File: config.mk
export PLATFORM = sky130hd
export DESIGN_NAME = tx_msg_sequencer_1553_flat
export DESIGN_NICKNAME = d
export VERILOG_FILES = /design/src/rtl/tx_msg_sequencer_1553_if.sv /design/src/rtl/tx_msg_sequencer_1553.sv /design/src/flat_wrapper.sv
export SDC_FILE = /design/constraint.sdc
export NUM_CORES = 1
export LEC_CHECK = 0
export CAP_MARGIN = 15
export CORE_ASPECT_RATIO = 1.2
export CORE_MARGIN = 8
export CORE_UTILIZATION = 45
export CTS_CLUSTER_DIAMETER = 100
export DETAILED_ROUTE_END_ITERATION = 8
export GPL_TIMING_DRIVEN = 0
export PLACE_DENSITY = 0.76
export SETUP_SLACK_MARGIN = 0.05
export SKIP_CTS_REPAIR_TIMING = 1
export SLEW_MARGIN = 10
export SYNTH_ARGS = -nofsm -noshare
export SYNTH_HDL_FRONTEND = slang
export SYNTH_SLANG_ARGS = --single-unit
File: constraint.sdc
create_clock -name enc_clk -period 1.9 [get_ports enc_clk]
set_input_delay 0.38 -clock enc_clk [delete_from_list [all_inputs] [get_ports enc_clk]]
set_output_delay 0.38 -clock enc_clk [all_outputs]
set_load 0.02 [all_outputs]
File: src/rtl/tx_msg_sequencer_1553_if.sv
// Bus bundle for the 1553 transmit sequencer: host control,
// word-buffer read port and encoder strobe/busy handshake.
interface tx_msg_sequencer_1553_if #(
    parameter int ADDR_W = 5
);
    logic              msg_start;
    logic [0:15]       msg_cmd;
    logic [ADDR_W:0]   msg_wc;
    logic              msg_abort;
    logic              msg_busy;
    logic              msg_done;
    logic              msg_err;
    logic              msg_aborted;
    logic              buf_rd_en;
    logic [ADDR_W-1:0] buf_rd_addr;
    logic [0:15]       buf_rd_data;
    logic [0:15]       enc_dword;
    logic              enc_csw;
    logic              enc_dw;
    logic              enc_busy;

    modport master (
        input  msg_start, msg_cmd, msg_wc, msg_abort,
        input  buf_rd_data, enc_busy,
        output msg_busy, msg_done, msg_err, msg_aborted,
        output buf_rd_en, buf_rd_addr,
        output enc_dword, enc_csw, enc_dw
    );

    modport slave (
        output msg_start, msg_cmd, msg_wc, msg_abort,
        output buf_rd_data, enc_busy,
        input  msg_busy, msg_done, msg_err, msg_aborted,
        input  buf_rd_en, buf_rd_addr,
        input  enc_dword, enc_csw, enc_dw
    );
endinterface

File: src/rtl/tx_msg_sequencer_1553.sv
// MIL-STD-1553 transmit message sequencer: command word, buffered
// data words, encoder ack/timeout, abort and inter-message gap.
module tx_msg_sequencer_1553 #(
    parameter int MAX_WORDS = 32,
    parameter int ADDR_W    = 5,
    parameter int GAP_CLKS  = 8,
    parameter int ACK_TO    = 4
) (
    input  logic enc_clk,
    input  logic rst,
    tx_msg_sequencer_1553_if.master bus
);
    localparam int CW = ADDR_W + 1;
    localparam int GW = $clog2(GAP_CLKS + 1);
    localparam int TW = $clog2(ACK_TO + 1);

    typedef enum logic [2:0] {
        IDLE, SEND_CSW, SEND_DW, WAIT_ACK, WAIT_TX, GAP
    } state_t;

    state_t state, state_nxt;

    logic [CW-1:0] wc_q;
    logic [CW-1:0] sent_q;
    logic [CW-1:0] sent_inc;
    logic [0:15]   hold_q;
    logic          rd_pend_q;
    logic          abort_q;
    logic          early_q;
    logic [TW-1:0] ack_cnt;
    logic [GW-1:0] gap_cnt;

    logic accept, bad_start, remain, abort_any;
    logic ack_timeout, tx_end, next_dw;
    logic gap_pre, gap_last;

    logic              busy_nxt, done_nxt, err_nxt, aborted_nxt;
    logic              csw_nxt, dw_nxt, rd_en_nxt;
    logic [ADDR_W-1:0] rd_addr_nxt;
    logic [0:15]       dword_nxt;

    assign sent_inc  = sent_q + CW'(1);
    assign remain    = sent_q < wc_q;
    assign abort_any = abort_q | bus.msg_abort;

    assign accept = (state == IDLE) & bus.msg_start & ~bus.enc_busy
                  & (bus.msg_wc <= CW'(MAX_WORDS));
    assign bad_start = (state == IDLE) & bus.msg_start & ~accept;

    // the strobe cycle counts as the first cycle of the ack window
    assign ack_timeout = (state == WAIT_ACK) & ~bus.enc_busy
                       & (ack_cnt >= TW'(ACK_TO - 1));
    assign tx_end  = (state == WAIT_TX) & ~bus.enc_busy;
    assign next_dw = tx_end & remain & ~abort_any;

    assign gap_pre  = (state == GAP) & (gap_cnt == GW'(GAP_CLKS - 2));
    assign gap_last = (state == GAP) & (gap_cnt == GW'(GAP_CLKS - 1));

    always_ff @(posedge enc_clk or posedge rst) begin
        if (rst) state <= IDLE;
        else     state <= state_nxt;
    end

    always_comb begin
        state_nxt = state;
        case (state)
            IDLE:     if (accept) state_nxt = SEND_CSW;
            SEND_CSW,
            SEND_DW:  state_nxt = WAIT_ACK;
            WAIT_ACK: begin
                if (bus.enc_busy)     state_nxt = WAIT_TX;
                else if (ack_timeout) state_nxt = GAP;
            end
            WAIT_TX:  if (tx_end) state_nxt = next_dw ? SEND_DW : GAP;
            GAP:      if (gap_last) state_nxt = IDLE;
            default:  state_nxt = IDLE;
        endcase
    end

    always_comb begin
        csw_nxt     = accept;
        dw_nxt      = next_dw;
        rd_en_nxt   = 1'b0;
        rd_addr_nxt = bus.buf_rd_addr;
        dword_nxt   = bus.enc_dword;
        if (csw_nxt) begin
            rd_en_nxt   = bus.msg_wc != '0;
            rd_addr_nxt = '0;
            dword_nxt   = bus.msg_cmd;
        end else if (dw_nxt) begin
            rd_en_nxt   = sent_inc < wc_q;
            rd_addr_nxt = sent_inc[ADDR_W-1:0];
            dword_nxt   = hold_q;
        end
        err_nxt     = bad_start | ack_timeout;
        done_nxt    = gap_pre;
        aborted_nxt = gap_pre & early_q;
        busy_nxt    = (state == IDLE) ? accept : ~(gap_pre | gap_last);
    end

    always_ff @(posedge enc_clk or posedge rst) begin
        if (rst) begin
            bus.msg_busy    <= 1'b0;
            bus.msg_done    <= 1'b0;
            bus.msg_err     <= 1'b0;
            bus.msg_aborted <= 1'b0;
            bus.buf_rd_en   <= 1'b0;
            bus.buf_rd_addr <= '0;
            bus.enc_dword   <= '0;
            bus.enc_csw     <= 1'b0;
            bus.enc_dw      <= 1'b0;
            wc_q            <= '0;
            sent_q          <= '0;
            hold_q          <= '0;
            rd_pend_q       <= 1'b0;
            abort_q         <= 1'b0;
            early_q         <= 1'b0;
            ack_cnt         <= '0;
            gap_cnt         <= '0;
        end else begin
            bus.msg_busy    <= busy_nxt;
            bus.msg_done    <= done_nxt;
            bus.msg_err     <= err_nxt;
            bus.msg_aborted <= aborted_nxt;
            bus.buf_rd_en   <= rd_en_nxt;
            bus.buf_rd_addr <= rd_addr_nxt;
            bus.enc_dword   <= dword_nxt;
            bus.enc_csw     <= csw_nxt;
            bus.enc_dw      <= dw_nxt;

            rd_pend_q <= bus.buf_rd_en;
            if (rd_pend_q) hold_q <= bus.buf_rd_data;

            if (accept) begin
                wc_q    <= bus.msg_wc;
                sent_q  <= '0;
                abort_q <= 1'b0;
                early_q <= 1'b0;
            end else begin
                if (state != IDLE && bus.msg_abort) abort_q <= 1'b1;
                // aborted only if words were actually left unsent
                if (ack_timeout || (tx_end && remain && abort_any))
                    early_q <= 1'b1;
                if (dw_nxt) sent_q <= sent_inc;
            end

            if (state == SEND_CSW || state == SEND_DW)
                ack_cnt <= TW'(1);
            else if (state == WAIT_ACK && ack_cnt < TW'(ACK_TO))
                ack_cnt <= ack_cnt + TW'(1);

            gap_cnt <= (state == GAP) ? gap_cnt + GW'(1) : '0;
        end
    end
endmodule

File: src/flat_wrapper.sv
// flat-port wrapper written by rule: the top's interface ports become plain ports
module tx_msg_sequencer_1553_flat 
#(
    parameter int MAX_WORDS = 32,
    parameter int ADDR_W    = 5,
    parameter int GAP_CLKS  = 8,
    parameter int ACK_TO    = 4
)
  (enc_clk, rst, bus_msg_start, bus_msg_cmd, bus_msg_wc, bus_msg_abort, bus_buf_rd_data, bus_enc_busy, bus_msg_busy, bus_msg_done, bus_msg_err, bus_msg_aborted, bus_buf_rd_en, bus_buf_rd_addr, bus_enc_dword, bus_enc_csw, bus_enc_dw);
  tx_msg_sequencer_1553_if #(.ADDR_W(ADDR_W)) bus_i ();
  input  logic enc_clk;
  input  logic rst;
  input wire logic [$bits(bus_i.msg_start)-1:0] bus_msg_start;
  input wire logic [$bits(bus_i.msg_cmd)-1:0] bus_msg_cmd;
  input wire logic [$bits(bus_i.msg_wc)-1:0] bus_msg_wc;
  input wire logic [$bits(bus_i.msg_abort)-1:0] bus_msg_abort;
  input wire logic [$bits(bus_i.buf_rd_data)-1:0] bus_buf_rd_data;
  input wire logic [$bits(bus_i.enc_busy)-1:0] bus_enc_busy;
  output wire logic [$bits(bus_i.msg_busy)-1:0] bus_msg_busy;
  output wire logic [$bits(bus_i.msg_done)-1:0] bus_msg_done;
  output wire logic [$bits(bus_i.msg_err)-1:0] bus_msg_err;
  output wire logic [$bits(bus_i.msg_aborted)-1:0] bus_msg_aborted;
  output wire logic [$bits(bus_i.buf_rd_en)-1:0] bus_buf_rd_en;
  output wire logic [$bits(bus_i.buf_rd_addr)-1:0] bus_buf_rd_addr;
  output wire logic [$bits(bus_i.enc_dword)-1:0] bus_enc_dword;
  output wire logic [$bits(bus_i.enc_csw)-1:0] bus_enc_csw;
  output wire logic [$bits(bus_i.enc_dw)-1:0] bus_enc_dw;
  assign bus_i.msg_start = bus_msg_start;
  assign bus_i.msg_cmd = bus_msg_cmd;
  assign bus_i.msg_wc = bus_msg_wc;
  assign bus_i.msg_abort = bus_msg_abort;
  assign bus_i.buf_rd_data = bus_buf_rd_data;
  assign bus_i.enc_busy = bus_enc_busy;
  assign bus_msg_busy = bus_i.msg_busy;
  assign bus_msg_done = bus_i.msg_done;
  assign bus_msg_err = bus_i.msg_err;
  assign bus_msg_aborted = bus_i.msg_aborted;
  assign bus_buf_rd_en = bus_i.buf_rd_en;
  assign bus_buf_rd_addr = bus_i.buf_rd_addr;
  assign bus_enc_dword = bus_i.enc_dword;
  assign bus_enc_csw = bus_i.enc_csw;
  assign bus_enc_dw = bus_i.enc_dw;
  tx_msg_sequencer_1553 #(.MAX_WORDS(MAX_WORDS), .ADDR_W(ADDR_W), .GAP_CLKS(GAP_CLKS), .ACK_TO(ACK_TO)) u_core (.enc_clk(enc_clk), .rst(rst), .bus(bus_i));
endmodule
==> impl_metrics.csv, run 1 <==
group,metric,value,unit
run_status,status,"finished, violations left",
layout,finish.instance_area,0.00477,sq mm
route,route.final.wire_length,8340,um
clock_network,cts.sink_count,64,
floorplanning,core.rowCount,33,
layout,layout_common_cells,"sky130_fd_sc_hd__clkdlybuf4s50_1 (65), sky130_fd_sc_hd__dfrtp_1 (57), sky130_fd_sc_hd__nand2_1 (36)",
critical_path,worstRegToRegCells,8,
logic_synthesis,async_reset_ff_share,100,%
clock_network,cts.root.buffer_cell,"sky130_fd_sc_hd__clkbuf_8",
sta,holdWs,410,ps
route,ant_nets,0,
layout,area_of_the_multi_input_gates,0.00161,sq mm
power_and_ir_drop,power.ir.vdd_worst,776,uV
floorplanning,core,0.00681,sq mm
min_path,worst_min_path_class,"flop to flop",
critical_path,cp_data_required_time,2130,ps
logic_synthesis,synth_largest_area_cell,"sky130_fd_sc_hd__dfrtp_1",
run,max_cap_violations,0,
layout,post_route_cells_drive_above_1_share,35.3,%
layout,layout-area-overhead-vs-synth,52.1,%
grt,grt_pass1_vias,2602,
logic_synthesis,synth.yosys.seq_area_share,51.0,%
logic_synthesis,synth_fp_nets,348,
grt,grt_antenna_before_repair,0,
sta,finalCritPeriodShare,105,%
critical_path,cp_max_fo,10,
clock_network,cts_inserted_buffers,9,
logic_synthesis,postSynthRegisterBits,64,
layout,antenna_cells,0,
logic_synthesis,ys_warn_count,0,
logic_synthesis,synth.lib_cells_used.distinct,48,
grt,pin_count_of_the_biggest_net_entering_global_routing,36,
layout,commonest_non_fill_non_tap_cell_in_the_layout,"sky130_fd_sc_hd__clkdlybuf4s50_1",
logic_synthesis,synthesis.area,0.00314,sq mm
run_status,violations,"setup timing",
critical_path,critical_path_class,"flop to flop",
clock_network,clock_tree_from_tritoncts,"built",
layout,stdcell_count,489,
route,vias,2538,
logic_synthesis,syn_inst,290,
logic_synthesis,main_combinational_cell_family_by_area_after_synthesis,"simple AND/OR/NAND/NOR gates",
route,detail_route.first_pass.iterations,4,
route,drc,0,
min_path,hold_depth,0,
floorplanning,die-area,0.00992,sq mm
place,place.port_buffers,70,
floorplanning,floorplan.initialDensity,46.1,%
route,detailedRoute.firstIterationViolations,103,
clock_network,clk_pin_slew_worst_paths,70,ps
logic_synthesis,mean_syn_cell_area,10.8,sq um
critical_path,startpoint_type,"flop",
power_and_ir_drop,design_power_total,5.82,mW
sta,max_slew_margin,47.5,%
logic_synthesis,yosys-top-cells-area,"sky130_fd_sc_hd__dfrtp_1 (51%), sky130_fd_sc_hd__ha_1 (6.0%), sky130_fd_sc_hd__mux2_2 (5.7%)",
logic_synthesis,post_synth_fa_ha_maj_area_fraction,5.98,%
sta,final_max_slew_viol_count,0,
sta,max_freq,0.499,GHz
route,detail_route.vias_per_cell,5.19,
logic_synthesis,synth.top_cell.area_share,51.0,%
sta,max_slew.worst_pin.slew,786,ps
floorplanning,design.portCount,71,
layout,seqCellArea,0.00161,sq mm
route,drt-wirelength-per-cell,17.1,um
clock_network,cts_max_path_buffers,2,
logic_synthesis,synth_compound_gate_area_share,13.5,%
sta,final.setup.worst_slack,-103,ps
layout,count_of_filler_cells_inserted_in_the_layout,501,
clock_network,clk-insertion-delay-late,350,ps
logic_synthesis,synth_flop_cell,"sky130_fd_sc_hd__dfrtp_1",
sta,report.final.setup_viol,31,
place,numPlacedInstances,448,
sta,max_clock_skew,8.68,ps
place,place_hpwl,5560,um
sta,hold_viol,0,
place,globalplace.congestion,0.800,
logic_synthesis,synth-edff-count,0,
layout,layout.nets,455,
critical_path,end_kind,"flop",
power_and_ir_drop,power_per_cell_area,1220,mW/mm^2
power_and_ir_drop,static-leakage-power,2.25,nW
logic_synthesis,yosys.area_share.simple,15.5,%
logic_synthesis,synthMuxAreaShare,6.06,%
sta,setup_repair_after_global_routing_missed_its_margin,"yes",
floorplanning,die_x,92.2,um
critical_path,worst-endpoint-arrival,2230,ps
logic_synthesis,synth_xor_area_share,1.67,%
floorplanning,die_h,107,um
grt,grt_first_pass_wirelength,12500,um
grt,overflow,0,
grt,overall_global_routing_usage,15.9,%
sta,final_period_minus_worst_setup_slack,2000,ps
clock_network,htree_levels,3,
place,post_dp_cell_area,0.00414,sq mm
critical path, stage by stage, from the launching register on:
cell                      delay [ps]
sky130_fd_sc_hd__dfrtp_1         380
sky130_fd_sc_hd__buf_6           130
sky130_fd_sc_hd__or3_4           340
sky130_fd_sc_hd__or3_4           400
sky130_fd_sc_hd__a21o_1          190
sky130_fd_sc_hd__buf_8           150
sky130_fd_sc_hd__buf_12          150
sky130_fd_sc_hd__nand3_1          90
sky130_fd_sc_hd__nand2_1          50
metrics by stage:
stage | setup WS (ps) | TNS [ps] | utilization [%]
after floorplan | 11.2 | 0 | -
after global placement | -362 | -9690 | 60.4
after detailed placement | -402 | -11030 | 60.7
after CTS | -212 | -4470 | 63.9
after global routing | -156 | -3910 | 70.1
final | -103 | -2330 | 70.1
per-layer routing:
metal,track usage (%),vias up,wire length [um]
li1,-,1237,-
met1,18.5,1230,3520
met2,25.8,61,4210
met3,5.65,10,486
met4,6.69,0,128
met5,0,-,0
flip-flops by register name, indices dropped and copies added (netlist names), 3 cells and up:
name and count:
u_core.bus.enc_dword 16, u_core.gap_cnt 4, u_core.ack_cnt 3, u_core.hold_q 16
u_core.sent_q 6, u_core.wc_q 6, u_core.state 3
cell families after synthesis:
group,count (synthesis)
buffers and inverters,29
AO/OA/AOI/OAI,55
multiplexers,17
flip-flops,64
adder cells (fa/ha/maj),15
AND/OR/NAND/NOR,104
XOR/XNOR,6
report_power, final:
group / internal [mW] / switching, mW / leakage (nW)
registers: 1.85 / 0.334 / 0.800
clock network: 0.767 / 0.537 / 0.112
logic: 1.21 / 1.12 / 1.33
total: 3.83 / 1.99 / 2.25
cells in the mapped netlist, types with 2 or more instances:
master and count:
sky130_fd_sc_hd__o22a_1 2, sky130_fd_sc_hd__inv_1 9, sky130_fd_sc_hd__and3_1 3, sky130_fd_sc_hd__nor3b_1 2
sky130_fd_sc_hd__a31oi_1 2, sky130_fd_sc_hd__nand3_1 28, sky130_fd_sc_hd__nor2b_1 3, sky130_fd_sc_hd__or3_4 2
sky130_fd_sc_hd__o21ai_0 8, sky130_fd_sc_hd__ha_1 15, sky130_fd_sc_hd__mux2_2 16, sky130_fd_sc_hd__a21oi_1 7
sky130_fd_sc_hd__nand2_1 40, sky130_fd_sc_hd__o21ai_1 3, sky130_fd_sc_hd__clkbuf_1 4, sky130_fd_sc_hd__o211ai_1 2
sky130_fd_sc_hd__a22oi_2 9, sky130_fd_sc_hd__a21o_1 3, sky130_fd_sc_hd__a22oi_1 8, sky130_fd_sc_hd__a211o_1 2
sky130_fd_sc_hd__xnor2_1 5, sky130_fd_sc_hd__nor2_1 17, sky130_fd_sc_hd__buf_4 7, sky130_fd_sc_hd__nor3_1 2
sky130_fd_sc_hd__dfrtp_1 64, sky130_fd_sc_hd__buf_6 5
final timing paths:
kind | end | slack [ps] | from
max in group asynchronous | u_core.sent_q[0]$_DFFE_PP0P_ | 780 | rst
min reg2reg | u_core.rd_pend_q$_DFF_PP0_ | 410 | u_core.bus.buf_rd_en$_DFF_PP0_
max reg2reg | u_core.sent_q[2]$_DFFE_PP0P_ | -100 | u_core.state[0]$_DFFE_PP0P_
min | u_core.rd_pend_q$_DFF_PP0_ | 410 | u_core.bus.buf_rd_en$_DFF_PP0_
min in group asynchronous | u_core.gap_cnt[2]$_DFF_PP0_ | 520 | rst
max | u_core.sent_q[2]$_DFFE_PP0P_ | -100 | u_core.state[0]$_DFFE_PP0P_
layout make-up:
class	count	area share [%]
clock inverters	6	1.73
plain buffers	17	3.77
repair buffers	97	20.6
multi-input cells	197	33.8
clock buffers	10	2.88
flip-flops and latches	64	33.7
inverters	11	1.21
well taps	87	2.28
Power figures use the tool's default switching activity.
==> inputs of run 2 (changes only) <==
--- a/config.mk
+++ b/config.mk
@@ -8,11 +8,11 @@
 export CAP_MARGIN = 15
 export CORE_ASPECT_RATIO = 1.2
 export CORE_MARGIN = 8
-export CORE_UTILIZATION = 45
+export CORE_UTILIZATION = 49
 export CTS_CLUSTER_DIAMETER = 100
 export DETAILED_ROUTE_END_ITERATION = 8
 export GPL_TIMING_DRIVEN = 0
-export PLACE_DENSITY = 0.76
+export PLACE_DENSITY = 0.78
 export SETUP_SLACK_MARGIN = 0.05
 export SKIP_CTS_REPAIR_TIMING = 1
 export SLEW_MARGIN = 10
==> constraint.sdc (replaced) <==
create_clock -name enc_clk -period 2.3 [get_ports enc_clk]
set_input_delay 0.46 -clock enc_clk [delete_from_list [all_inputs] [get_ports enc_clk]]
set_output_delay 0.46 -clock enc_clk [all_outputs]
set_load 0.02 [all_outputs]
==> run 2 against run 1 <==
  * The flow now finishes without violations
  * Routed wire length shrank 11%
  * Sequential cell count unchanged
  * Core utilization decreased by 4.1 points
  * Critical path type unchanged
  * Critical endpoint is now u_core.bus.enc_dword[13]$_DFFE_PP0P_
==> impl_metrics.csv, run 2 (same netlist as run 1, synthesis figures left out) <==
group,metric,value,unit
run_status,status,"finished, final reports clean",
critical_path,startpoint_type,"flop",
critical_path,timing.critical_path.cells,"ha_1 > a211o_1 > a31oi_4 > o2111ai_4 > clkbuf_2 > nand3_1 > nand2_1",
floorplanning,core.rowCount,32,
power_and_ir_drop,design_power_total,4.23,mW
grt,groute.layer.met1.usage,20.4,%
critical_path,master_of_the_slowest_instance_on_the_critical_path,"sky130_fd_sc_hd__dfrtp_1",
critical_path,cp_max_fo,10,
critical_path,end_kind,"flop",
grt,overall_global_routing_usage,17.3,%
route,drt-wirelength-per-cell,16.0,um
floorplanning,die-area,0.00923,sq mm
clock_network,clk-insertion-delay-late,340,ps
floorplanning,die_h,104,um
critical_path,reg2reg_from,"u_core.sent_q[5]$_DFFE_PP0P_",
critical_path,critPathLaunch,"u_core.sent_q[5]$_DFFE_PP0P_",
clock_network,cts_inserted_buffers,9,
layout,antenna_cells,0,
layout,commonest_non_fill_non_tap_cell_in_the_layout,"sky130_fd_sc_hd__clkdlybuf4s50_1",
layout,reg.largest.list,"u_core.bus.enc_dword (16), u_core.hold_q (16)",
power_and_ir_drop,power.ir.vdd_worst,636,uV
route,vias,2475,
sta,hold_viol,0,
layout,layout-area-overhead-vs-synth,33.0,%
sta,setup_repair_after_global_routing_missed_its_margin,"no",
layout,post_route_cells_drive_above_1_share,17.5,%
clock_network,cts_max_path_buffers,2,
min_path,worst_min_path_class,"flop to flop",
route,detail_route.first_pass.iterations,4,
sta,final_period_minus_worst_setup_slack,2140,ps
critical_path,worst-endpoint-arrival,2360,ps
place,place.port_buffers,70,
grt,pin_count_of_the_biggest_net_entering_global_routing,65,
sta,final_max_slew_viol_count,0,
route,route.final.wire_length,7420,um
clock_network,cts.sink_count,64,
grt,grt_first_pass_wirelength,12600,um
place,place_hpwl,5380,um
layout,finish.instance_area,0.00417,sq mm
grt,grt_pass1_vias,2701,
route,detailedRoute.firstIterationViolations,132,
grt,highest_utilization_routing_layer_at_the_global_route_stage,"met2",
run,max_cap_violations,0,
critical_path,cp_data_required_time,2520,ps
clock_network,clock_tree_from_tritoncts,"built",
floorplanning,core,0.00633,sq mm
critical_path,critical_path_class,"flop to flop",
power_and_ir_drop,power_per_cell_area,1010,mW/mm^2
clock_network,clk_pin_slew_worst_paths,70,ps
route,detail_route.vias_per_cell,5.35,
grt,overflow,0,
sta,report.final.setup_viol,0,
place,post_dp_cell_area,0.00395,sq mm
layout,layout_common_cells,"sky130_fd_sc_hd__clkdlybuf4s50_1 (70), sky130_fd_sc_hd__dfrtp_1 (63), sky130_fd_sc_hd__nand2_1 (40)",
layout,count_of_filler_cells_inserted_in_the_layout,517,
sta,max_freq,0.467,GHz
sta,max_slew.worst_pin.slew,767,ps
floorplanning,floorplan.initialDensity,49.6,%
min_path,min_from,"u_core.bus.buf_rd_en$_DFF_PP0_",
grt,groute.layer.met2.usage,27.6,%
grt,grt.met3_usage,6.40,%
layout,layout.nets,431,
sta,max_clock_skew,10.5,ps
grt,grt_antenna_before_repair,0,
sta,finalCritPeriodShare,93.2,%
place,globalplace.congestion,0.826,
route,ant_nets,0,
layout,utilization,66.0,%
sta,setup-tns-final,0,ps
sta,max_slew_margin,48.8,%
clock_network,htree_levels,3,
clock_network,cts.root.buffer_cell,"sky130_fd_sc_hd__clkbuf_8",
route,drc,0,
power_and_ir_drop,static-leakage-power,1.92,nW
floorplanning,die_x,89.1,um
floorplanning,design.portCount,71,
critical_path,maximum_cell_stage_delay_along_the_critical_path,400,ps
[run 2: routing by layer]
metal,share of wire (%),vias to the layer above
li1,-,1187
met1,42,1212
met2,50,62
met3,6.6,14
met4,1.9,0
met5,0,-
[run 2: final cells by class]
| type | count | area (sq um) | area share (%) |
|---|---|---|---|
| clock buffer | 13 | 149 | 3.57 |
| multi-input combinational | 197 | 1370 | 32.9 |
| inverter | 11 | 56.3 | 1.35 |
| tap | 85 | 106 | 2.55 |
| timing repair buffer | 72 | 716 | 17.1 |
| sequential | 64 | 1600 | 38.4 |
| buffer | 18 | 153 | 3.66 |
| clock inverter | 3 | 17.5 | 0.420 |
[run 2: worst paths after layout]
path	to	slack [ps]	cells after the start
setup / recovery	u_core.bus.enc_dword[13]$_DFFE_PP0P_	160	7
hold / removal	u_core.rd_pend_q$_DFF_PP0_	410	0
setup reg to reg	u_core.bus.enc_dword[13]$_DFFE_PP0P_	160	7
hold reg to reg	u_core.rd_pend_q$_DFF_PP0_	410	0
max in group asynchronous	u_core.sent_q[0]$_DFFE_PP0P_	1130	2
min in group asynchronous	u_core.bus.enc_dword[9]$_DFFE_PP0P_	640	2
[run 2: critical path: cells and delay by family, from the launching register on]
kind	cells	cell delay [ps]
fa+ha+maj	1	370
flops	1	400
buf+inv	1	300
simple gates	2	200
compound gates	3	760
[run 2: metrics by stage]
step / std cells / hold slack, ps / setup slack [ps]
floorplan: 290 / 455 / 242
global placement: 445 / 399 / -818
detailed placement: 445 / 371 / -353
CTS: 461 / 406 / -75.8
global route: 463 / 421 / 40.8
finish: 463 / 405 / 157
[run 2: power by group]
part	switching [mW]	total (mW)	internal, mW
registers	0.256	1.78	1.53
clock network	0.413	0.831	0.418
logic	0.828	1.62	0.792
total	1.50	4.23	2.74
==> inputs of run 3 (changes only) <==
--- a/config.mk
+++ b/config.mk
@@ -11,8 +11,8 @@
 export CORE_UTILIZATION = 49
 export CTS_CLUSTER_DIAMETER = 100
 export DETAILED_ROUTE_END_ITERATION = 8
+export DONT_BUFFER_PORTS = 1
 export GPL_TIMING_DRIVEN = 0
-export PLACE_DENSITY = 0.78
 export SETUP_SLACK_MARGIN = 0.05
 export SKIP_CTS_REPAIR_TIMING = 1
 export SLEW_MARGIN = 10
==> constraint.sdc (replaced) <==
create_clock -name enc_clk -period 2.3 [get_ports enc_clk]
set_input_delay 0.23 -clock enc_clk [delete_from_list [all_inputs] [get_ports enc_clk]]
set_output_delay 0.23 -clock enc_clk [all_outputs]
set_load 0.02 [all_outputs]
==> run 3 against run 2 <==
  * The run now ends with hold timing left
  * Critical path type unchanged
  * Critical endpoint is now u_core.sent_q[2]$_DFFE_PP0P_
  * First-iteration DRC count is 19% lower
  * Core utilization shrank 9.0 points
  * Cell area shrank 14%
  * Sequential power grew 11%
  * Clock skew fell by 5.0 ps
==> impl_metrics.csv, run 3 (same netlist as run 1, synthesis figures left out) <==
group,metric,value,unit
run_status,status,"finished, violations left",
run_status,violations,"hold timing",
route,drt-wirelength-per-cell,17.2,um
sta,holdWs,-3.87,ps
sta,report.final.setup_viol,0,
floorplanning,floorplan.initialDensity,49.6,%
critical_path,timing.critical_path.cells,"ha_1 > a211o_1 > a31oi_4 > o2111ai_4 > inv_2 > buf_4 > o21ai_0 > nand2_1",
floorplanning,core,0.00633,sq mm
sta,max_freq,0.468,GHz
grt,overall_global_routing_usage,15.7,%
clock_network,clk-insertion-delay-late,340,ps
critical_path,critical_path_class,"flop to flop",
sta,hold_viol,1,
critical_path,startpoint_type,"flop",
route,detailedRoute.firstIterationViolations,107,
layout,layout-area-overhead-vs-synth,14.8,%
floorplanning,die-area,0.00923,sq mm
clock_network,cts_max_path_buffers,2,
grt,grt_pass1_vias,2205,
layout,count_of_filler_cells_inserted_in_the_layout,612,
place,place.port_buffers,0,
route,detail_route.vias_per_cell,5.47,
route,ant_nets,0,
layout,commonest_non_fill_non_tap_cell_in_the_layout,"sky130_fd_sc_hd__dfrtp_1",
min_path,min_from,"bus_msg_wc[0]",
critical_path,critPathBufInv,2,
layout,stdcell_count,404,
layout,seqCellArea,0.00160,sq mm
critical_path,end_kind,"flop",
power_and_ir_drop,power_per_cell_area,1090,mW/mm^2
clock_network,cts.root.buffer_cell,"sky130_fd_sc_hd__clkbuf_8",
sta,max_slew_margin,47.6,%
critical_path,cp_data_required_time,2570,ps
grt,pin_count_of_the_biggest_net_entering_global_routing,65,
place,numPlacedInstances,375,
min_path,worst_hold_path.endpoint,"u_core.wc_q[0]$_DFFE_PP0N_",
sta,finalCritPeriodShare,93.0,%
min_path,worst_min_path_class,"input port to flop",
power_and_ir_drop,static-leakage-power,1.71,nW
layout,post_route_cells_drive_above_1_share,22.3,%
critical_path,master_of_the_slowest_instance_on_the_critical_path,"sky130_fd_sc_hd__dfrtp_1",
route,vias,2209,
sta,final.setup.worst_slack,161,ps
place,place_hpwl,4910,um
route,detail_route.first_pass.iterations,4,
layout,layout.nets,373,
sta,max_slew.worst_pin.slew,786,ps
clock_network,cts_inserted_buffers,9,
sta,final_max_slew_viol_count,0,
layout,area_of_the_multi_input_gates,0.00137,sq mm
clock_network,clock_tree_from_tritoncts,"built",
min_path,hold_depth,2,
grt,grt_antenna_before_repair,0,
critical_path,setup.reg_to_reg.worst_slack,160,ps
layout,antenna_cells,0,
grt,overflow,0,
floorplanning,die_x,89.1,um
run,max_cap_violations,0,
critical_path,worstRegToRegCells,8,
sta,max_clock_skew,5.53,ps
place,globalplace.congestion,0.796,
critical_path,reg2reg_from,"u_core.sent_q[5]$_DFFE_PP0P_",
clock_network,clk_pin_slew_worst_paths,70,ps
floorplanning,design.portCount,71,
sta,final_period_minus_worst_setup_slack,2140,ps
critical_path,critical_path.top_delay_family,"compound AO/OA/AOI/OAI gates",
critical_path,worstReg2RegEnd,"u_core.sent_q[2]$_DFFE_PP0P_",
clock_network,htree_levels,3,
grt,grt_first_pass_wirelength,11100,um
sta,setup_repair_after_global_routing_missed_its_margin,"no",
critical_path,cp_max_fo,10,
clock_network,cts.sink_count,64,
route,route.final.wire_length,6930,um
power_and_ir_drop,power.ir.vdd_worst,661,uV
layout,layout_common_cells,"sky130_fd_sc_hd__dfrtp_1 (63), sky130_fd_sc_hd__nand2_1 (40), sky130_fd_sc_hd__nand3_1 (28)",
place,worst_slack_at_placement,-65.4,ps
route,drc,0,
floorplanning,core.rowCount,32,
floorplanning,die_h,104,um
critical_path,worst-endpoint-arrival,2410,ps
layout,reg.largest.list,"u_core.bus.enc_dword (16), u_core.hold_q (16)",
critical_path,maximum_cell_stage_delay_along_the_critical_path,410,ps
-- run 3: worst max path at each step --
stage	startpoint	endpoint	cells past startpoint
CTS	u_core.sent_q[5]$_DFFE_PP0P_	u_core.bus.enc_dword[9]$_DFFE_PP0P_	7
floorplan	u_core.sent_q[5]$_DFFE_PP0P_	u_core.bus.enc_dword[3]$_DFFE_PP0P_	8
global route	u_core.sent_q[5]$_DFFE_PP0P_	u_core.bus.enc_dword[4]$_DFFE_PP0P_	8
detailed placement	u_core.sent_q[5]$_DFFE_PP0P_	u_core.bus.enc_dword[8]$_DFFE_PP0P_	7
finish	u_core.sent_q[5]$_DFFE_PP0P_	u_core.sent_q[2]$_DFFE_PP0P_	8
global placement	rst	u_core.bus.enc_csw$_DFF_PP0_	1
-- run 3: power by group --
part | leakage [nW] | switching, mW | internal [mW]
sequential | 0.810 | 0.457 | 1.52
clock | 0.0975 | 0.424 | 0.502
combinational | 0.807 | 0.541 | 0.494
-- run 3: metal layers --
metal,routed length (um),track usage [%],up-vias
met3,672,8.38,9
met2,3230,23.2,65
met5,0,0,-
met4,106,6.08,0
li1,-,-,1066
met1,2920,18.4,1069
-- run 3: cell type report --
cell class / count / area share (%)
multi-input cells: 197 / 38.1
clock buffers: 13 / 4.97
well taps: 85 / 2.95
inverters: 11 / 1.56
plain buffers: 18 / 4.03
flip-flops and latches: 64 / 44.5
repair buffers: 14 / 3.54
clock inverters: 2 / 0.347
-- run 3: through the flow --
| stage | cell area (sq um) | hold WS, ps | setup TNS [ps] | power (mW) | util, % |
|---|---|---|---|---|---|
| 3_5_place_dp | 3250 | 302 | -840 | 3.01 | 51.3 |
| 3_3_place_gp | 3250 | 344 | -14620 | 2.97 | 51.3 |
| 6_report | 3600 | -3.87 | 0 | 3.94 | 57.0 |
| 2_1_floorplan | 3140 | 335 | 0 | 2.75 | - |
| 4_1_cts | 3440 | -68.4 | -1110 | 3.94 | 54.4 |
| 5_1_grt | 3600 | 0.274 | 0 | 4.20 | 57.0 |
